`src/rtl/reg_init_pkg.sv`:
```
// Shared types and widths for the register-bank init loader.
package reg_init_pkg;

    localparam int DATA_W = 32;
    localparam int ADDR_W = 5;

    typedef enum logic [2:0] {
        IDLE,
        LOAD,
        WRITE,
        HOLD,
        RUN
    } state_t;

endpackage

```
`src/rtl/reg_init_loader.sv`:
```
// Streams words into consecutive bank registers, then hands the bank to the CPU.
// Optional running checksum of accepted words: define REG_INIT_CHECKSUM_EN.
module reg_init_loader
    import reg_init_pkg::*;
#(
    parameter int NUM_REGS  = 32,
    parameter int FIRST_REG = 1
) (
    input  logic              clk,
    input  logic              rst,
    input  logic              start,
    input  logic              in_valid,
    input  logic [DATA_W-1:0] in_data,
    output logic              in_ready,
    output logic [DATA_W-1:0] escribir,
    output logic [ADDR_W-1:0] dirIniciar,
    output logic              EWIniciar,
    output logic              sel,
    output logic              busy,
    output logic              done,
    output logic [DATA_W-1:0] checksum
);

    localparam logic [ADDR_W-1:0] FIRST_ADDR = ADDR_W'(FIRST_REG);
    localparam logic [ADDR_W-1:0] LAST_ADDR  = ADDR_W'(NUM_REGS - 1);

    state_t            state, nextState;
    logic [ADDR_W-1:0] addr;
    logic              accept;
    logic              restart;

    assign in_ready = (state == LOAD);
    assign accept   = in_valid && in_ready;
    assign restart  = start && (state == IDLE || state == RUN);

    always_comb begin
        nextState = state;
        unique case (state)
            IDLE:    if (start)    nextState = LOAD;
            LOAD:    if (in_valid) nextState = WRITE;
            WRITE:   nextState = HOLD;
            HOLD:    nextState = (addr == LAST_ADDR) ? RUN : LOAD;
            RUN:     if (start)    nextState = LOAD;
            default: nextState = IDLE;
        endcase
    end

    always_ff @(posedge clk) begin
        if (rst) begin
            state      <= IDLE;
            addr       <= FIRST_ADDR;
            escribir   <= '0;
            dirIniciar <= '0;
            EWIniciar  <= 1'b0;
            sel        <= 1'b0;
            busy       <= 1'b0;
            done       <= 1'b0;
        end else begin
            state     <= nextState;
            // Write enable is high exactly during WRITE, one cycle per word.
            EWIniciar <= accept;
            case (state)
                IDLE, RUN: begin
                    if (start) begin
                        addr <= FIRST_ADDR;
                        sel  <= 1'b0;
                        done <= 1'b0;
                        busy <= 1'b1;
                    end
                end
                LOAD: begin
                    if (in_valid) begin
                        escribir   <= in_data;
                        dirIniciar <= addr;
                    end
                end
                HOLD: begin
                    if (addr == LAST_ADDR) begin
                        sel  <= 1'b1;
                        done <= 1'b1;
                        busy <= 1'b0;
                    end else begin
                        addr <= addr + 1'b1;
                    end
                end
                default: ;
            endcase
        end
    end

`ifdef REG_INIT_CHECKSUM_EN
    always_ff @(posedge clk) begin
        if (rst || restart)
            checksum <= '0;
        else if (accept)
            checksum <= checksum + in_data;
    end
`else
    assign checksum = '0;
`endif

endmodule

```
`config.mk`:
```
export PLATFORM = sky130hd
export DESIGN_NAME = reg_init_loader
export DESIGN_NICKNAME = d
export VERILOG_FILES = /design/src/rtl/reg_init_pkg.sv /design/src/rtl/reg_init_loader.sv
export SDC_FILE = /design/constraint.sdc
export NUM_CORES = 1
export LEC_CHECK = 0
export ABC_AREA = 1
export CAP_MARGIN = 10
export CORE_MARGIN = 2
export CORE_UTILIZATION = 40
export DETAILED_ROUTE_END_ITERATION = 7
export DONT_BUFFER_PORTS = 1
export HOLD_SLACK_MARGIN = 0.08
export MAX_ROUTING_LAYER = met4
export RECOVER_POWER = 100
export SLEW_MARGIN = 30
export SYNTH_ARGS = -nofsm -noshare
export SYNTH_HDL_FRONTEND = slang
export SYNTH_SLANG_ARGS = --single-unit
export TNS_END_PERCENT = 100
```
`constraint.sdc`:
```
create_clock -name clk -period 1.92 [get_ports clk]
set_input_delay 0.192 -clock clk [delete_from_list [all_inputs] [get_ports clk]]
set_output_delay 0.192 -clock clk [all_outputs]
set_load 0.005 [all_outputs]
```
* Word-level counts from Yosys, hierarchy flattened
Cells that the tools add are included.
** Storage, ports and cells
- Flip-flop bits (word level) :: 48
- Output and inout bits :: 74
** Cells by class
- Add/subtract/negate cells :: 1
- Equality and inequality tests :: 9
- Mux-type cells :: 13
- Reductions and logical operators :: 8
** Operator list (count)
- one-hot mux 3 bit (4 select lines) :: 1
- two-way mux 5 bit :: 2
- one-hot mux 5 bit (2 select lines) :: 1
- two-way mux 3 bit :: 3
- == test 3 x 2 -> 1 bit, second input constant :: 2
- != test 2 bit, second input constant :: 3
- AND reduction 3 bit :: 2
- adder 5 x 1 -> 5 bit, second input constant :: 1
- == test 5 bit, second input constant :: 1
- two-way mux 1 bit :: 4
- one-hot mux 1 bit (2 select lines) :: 2
- AND reduction 2 bit :: 2
- == test 3 x 1 -> 1 bit, second input constant :: 1
- == test 3 bit, second input constant :: 1
- logical NOT 3 bit :: 1
- != test 2 x 1 -> 1 bit, second input constant :: 1
- nonzero test 2 bit :: 1
- OR reduction 2 bit :: 1
- logical AND 1 bit :: 1

* Logic depth before layout (Yosys ltp)
- Depth after elaboration :: 4
- Depth in mapped cells :: 9
- Gate-level depth less buffers :: 9

* Least setup slack after synthesis
No wires, ideal clock.
- Kind :: register to register
- Start point :: register addr[0]
- End point :: register addr[0]
- Stages on the path, launching flop included :: 10
- Path slack :: 0.415 ns
- Arrival :: 1.373 ns
- Required time :: 1.789 ns
- Path through :: dfxtp_1 > ha_1 > nand2_1 > nor2_1 > ha_1 > nand4_1 > nand2_1 > inv_1 > nand2_1 > nand3_1
** On the way
- Cells in the longest elaborated chain, start to end :: 3
- Elaborated cells between the ends (all ways) :: 6
- Classes of those cells :: 1 x add/sub; 2 x eq/ne; 2 x mux; 1 x reduce/logical
** RTL lines
- from (decl) :: line reg_init_loader.sv:28 : logic [ADDR_W-1:0] addr;
- from (signal assigned) :: line reg_init_loader.sv:83 : addr <= addr + 1'b1;
- adder 5 x 1 -> 5 bit / == test 5 bit (equally long branches) :: line reg_init_loader.sv:83, reg_init_loader.sv:78
- two-way mux 5 bit / != test 2 bit (equally long branches)
- one-hot mux 5 bit (2 select lines) / AND reduction 3 bit (equally long branches)
Several ways; a longest one is shown, not always the timed one. The select of a mux whose other input is x is not followed.
A chain may end at the register's enable or synchronous reset.

* Worst setup path after layout
- Start point :: register state[0]
- End point :: register escribir[14]
** On the way
- Cells in the longest elaborated chain, start to end :: 2
** RTL lines
- from (decl) :: line reg_init_loader.sv:27 : state_t state, nextState;
- from (signal assigned) :: line reg_init_loader.sv:59 : state <= nextState;
- == test 3 x 1 -> 1 bit
- named net in_ready :: line reg_init_loader.sv:14 : output logic in_ready,
- AND reduction 2 bit (no line)
- to (signal assigned) :: line reg_init_loader.sv:73 : escribir <= in_data;
- to (decl) :: line reg_init_loader.sv:15 : output logic [DATA_W-1:0] escribir,
The timed path passes the listed nets, and every way through them passes these cells.

==> flow_results.org <==
** Synth
- For this run, the number of Yosys warnings is 0.
- In the synthesized netlist, the number of instances is roughly 280.
- After synthesis the cells add up to about 2100 um^2.
- Cell accounting for the most synthesized area :: sky130_fd_sc_hd__dfxtp_1
- Syn_area_per_cell :: approximately 7.5 um^2
- The share of synthesized area in the top cell type comes to 45.4%.
- Synth Flop Type :: sky130_fd_sc_hd__dfxtp_1
- Counting flops with a built-in enable in the synthesized netlist gives 0.
- After synthesis, the share of flip-flops with an asynchronous set or reset is 0%.
- Number of distinct standard cells referenced by the synthesized netlist :: 20
- Of the synthesized area, sequential elements account for around 45%.
- Cells taking the most area after synthesis :: sky130_fd_sc_hd__dfxtp_1, sky130_fd_sc_hd__nor2_1, sky130_fd_sc_hd__buf_4, sky130_fd_sc_hd__nand2_1, sky130_fd_sc_hd__o21ai_1
- The synthesized design contains 48 register bits.

** Power
- Net Sw Frac :: between 20 and 30%
- The worst-case IR drop observed on VDD is roughly 0.0003 V.
- Sequential cell fraction of total power :: between 50% and 60%
- Power share of the clock group :: 28.3%
- Static Leakage :: ~1.1 nW
- The internal power of the cells totals roughly 1.5 mW.
- Gate power share :: between 10% and 20%
- Pwr per Cell Area :: 879 nW/um^2
- The analysis attributes to net switching a power of 0.604 mW.
- After layout, the design draws a total of roughly 2.1 mW.

** Critical path
- Chain of cells forming the critical path :: inv_1 > nor3_1 > nand2_2 > buf_4 > o21ai_0 > nor2_1
- The most critical setup path has its startpoint at state[0].
- STA classifies the critical path startpoint as a flop.
- Worst path max stage delay :: 430 ps
- The startpoint identified for the worst register-to-register timing path is state[0].
- Data arrival time of the critical path :: 1860 ps
- STA classifies the critical path endpoint as a flop.
- In this run the worst path has a maximum fanout of 24.
- Required time at the endpoint of the critical path :: between 2000 and 2500 ps
- Crit-path slowest cell :: sky130_fd_sc_hd__dfxtp_1
- Critical path class :: flop to flop

** Global route
- Number of antenna violations at the first check in global routing :: 0
- Via count of the first global-routing pass :: 1523
- Entering global routing, the biggest net connects 35 pins.
- Global-route wire length before repair :: between 7000 and 8000 um
- Combined global-route utilization of all metal layers :: between 10% and 20%
- Residual overflow from global routing :: 0

** Clock tree
- The tree built by TritonCTS fans out to 48 sinks.
- In this run the number of H-tree levels came out at 2.
- Clock-pin slew was measured on the worst setup and hold paths at about 80 ps.
- TritonCTS built the clock tree.
- Counting along the longest clock path gives a buffer depth of 2.
- Buffer cell driving the clock tree root :: sky130_fd_sc_hd__clkbuf_8
- Clock latency on the worst-skew pair :: about 290 ps
- In this run, CTS created clock tree buffers numbering 5.

** Finish
- Fraction of layout cells with a size suffix above 1 :: under 10%
- Nets :: 352
- Ant. Diodes :: 0
- Area growth syn-to-layout :: 15.3%
- Once layout is complete, the utilization of the core stands at 47.8%.

** Floorplan
- Core outline area :: 5110 um^2
- Die area :: a little under 6000 um^2
- Die X-Extent :: between 70 and 80 um
- From bottom edge to top edge, the die measures ~77 um.
- 110 I/O pins were placed.
- Row generation in the floorplan step produced 26 rows.
- Once the floorplan was initialized, standard cells occupied between 40 and 50% of the core.

** Timing
- Slew Viols, Final :: 0
- Final critical-path required period :: roughly 1700 ps
- Setup violations remaining at the end of the flow were counted as 0.
- The number of endpoints with negative hold slack in the final report came to 0.
- After routing, the total negative slack on setup checks comes to 0 ps.
- The clock arrives with 6.49 ps of skew.
- Setup repair after global routing left no endpoint under its margin.
- Final worst path period share :: between 80% and 90%
- Based on the critical path, the design can be clocked at up to roughly 0.60 GHz.
- After layout, the worst setup slack is roughly 240 ps.

** Worst hold path
- Hold_sp :: in_data[20]
- HP Class :: input pin to flop

** Place
- Input and output buffers added on the ports amount to 0.
- Before CTS, the worst setup slack after placement is about 220 ps.
- Placed wire-length estimate after detailed placement :: approximately 3000 um
- Gpl congestion :: between 0.8 and 0.9

** Route
- After the first detailed-routing iteration, the DRC count stood at 40.
- Number of DRC violations after detailed routing :: 0
- Post-DR wirelength/cell :: approximately 12 um
- Dividing the detail-routed via count by the number of cells gives between 4 and 5.
- Wire length reported by the detailed router :: approximately 4500 um
- The pre-antenna-repair detailed-routing pass consisted of 4 iterations.
- Number of vias after detailed routing :: 1745
- Antenna-violating nets left :: 0

** Run
- Max-cap violations in this run came to 0.

** Run status
- The run finished with clean final reports.
==> cells in the final DEF (no fill, tap or decap) <==
cell,count
sky130_fd_sc_hd__dlygate4sd3_1,33
sky130_fd_sc_hd__clkbuf_8,6
sky130_fd_sc_hd__a21o_1,1
sky130_fd_sc_hd__nor2_1,91
sky130_fd_sc_hd__clkbuf_1,2
sky130_fd_sc_hd__a21oi_1,5
sky130_fd_sc_hd__nor3_1,1
sky130_fd_sc_hd__nand2_2,2
sky130_fd_sc_hd__clkinv_2,1
sky130_fd_sc_hd__conb_1,32
sky130_fd_sc_hd__buf_12,1
sky130_fd_sc_hd__o21ai_0,23
sky130_fd_sc_hd__dfxtp_1,48
sky130_fd_sc_hd__o21ai_1,14
sky130_fd_sc_hd__buf_4,3
sky130_fd_sc_hd__nand2_1,28
sky130_fd_sc_hd__clkbuf_2,1
sky130_fd_sc_hd__ha_1,2
sky130_fd_sc_hd__nand4_1,1
sky130_fd_sc_hd__inv_1,11
sky130_fd_sc_hd__nand3_1,9
==> metrics by stage <==
step                cells  hold slack [ps]  cell area, um^2
floorplan             314              261             2230
global placement      344              264             2030
detailed placement    344              265             2030
CTS                   385             95.4             2450
global route          385              111             2440
finish                385             95.1             2440
==> layer usage <==
layer | GRT usage, % | wire [um] | vias to the layer above
li1 | - | - | 880
met1 | 19.3 | 2030 | 790
met2 | 24.0 | 2070 | 70
met3 | 5.88 | 407 | 5
met4 | 4.36 | 46 | 0
met5 | - | 0 | -
==> path summary, 6_finish.rpt <==
path / cells past startpoint / slack [ps] / end
max: 6 / 240 / escribir[14]
min: 2 / 100 / escribir[20]
max reg2reg: 6 / 240 / escribir[14]
min reg2reg: 2 / 490 / busy
==> sequential cells by signal, summed over array words and instances (netlist names) <==
register and count:
busy 1, done 1, state 3, escribir 32
dirIniciar 5, EWIniciar 1, addr 5
==> area by class of cell <==
cell class | instances | area (um^2)
Fill cell | 536 | 2670
Sequential cell | 48 | 961
Multi-Input combinational cell | 209 | 878
Timing Repair Buffer | 38 | 378
Clock buffer | 8 | 90.1
Tap cell | 70 | 87.6
Inverter | 12 | 46.3
==> synthesized netlist by cell type (2+ instances only) <==
cell / instances
sky130_fd_sc_hd__dfxtp_1: 48
sky130_fd_sc_hd__o21ai_1: 20
sky130_fd_sc_hd__ha_1: 2
sky130_fd_sc_hd__buf_4: 33
sky130_fd_sc_hd__a21oi_1: 5
sky130_fd_sc_hd__buf_6: 6
sky130_fd_sc_hd__nand2_1: 29
sky130_fd_sc_hd__nand3_1: 9
sky130_fd_sc_hd__clkbuf_1: 5
sky130_fd_sc_hd__nor2_1: 91
sky130_fd_sc_hd__o21ai_0: 17
sky130_fd_sc_hd__inv_1: 10
==> worst max-delay path, delay by kind of cell, from the launching register on <==
kind,cells,cell delay [ps]
buffers and inverters,2,340
AOI/OAI and AO/OA,1,220
and+or+nand+nor,3,570
DFF,1,430
==> what timing repair did <==
item / 4_1_cts / 5_1_grt
hold buffers: 33 / 0
buffers inserted: 0 / 0
resized for setup: 0 / 1
endpoints found under the setup margin: 0 / 1
endpoints found under the hold margin: 36 / 0
==> cells by family (layout without fill, tap and decap cells) <==
logic type	after synthesis	count (layout)	synth area share, %
other	1	32	0.177
buffers and inverters	57	58	18.2
AOI/OAI and AO/OA	43	43	10.3
DFF	48	48	45.4
and+or+nand+nor	132	132	24.8
adders and majority gates	2	2	1.18
==> power groups by stage <==
stage	combinational [mW]	sequential (mW)	clock (mW)
finish	0.366	1.17	0.608
global route	0.433	1.19	0.665
CTS	0.369	1.18	0.634
detailed placement	0.313	1.20	0
global placement	0.309	1.20	0
floorplan	0.328	1.17	0
Power figures use the tool's default switching activity.
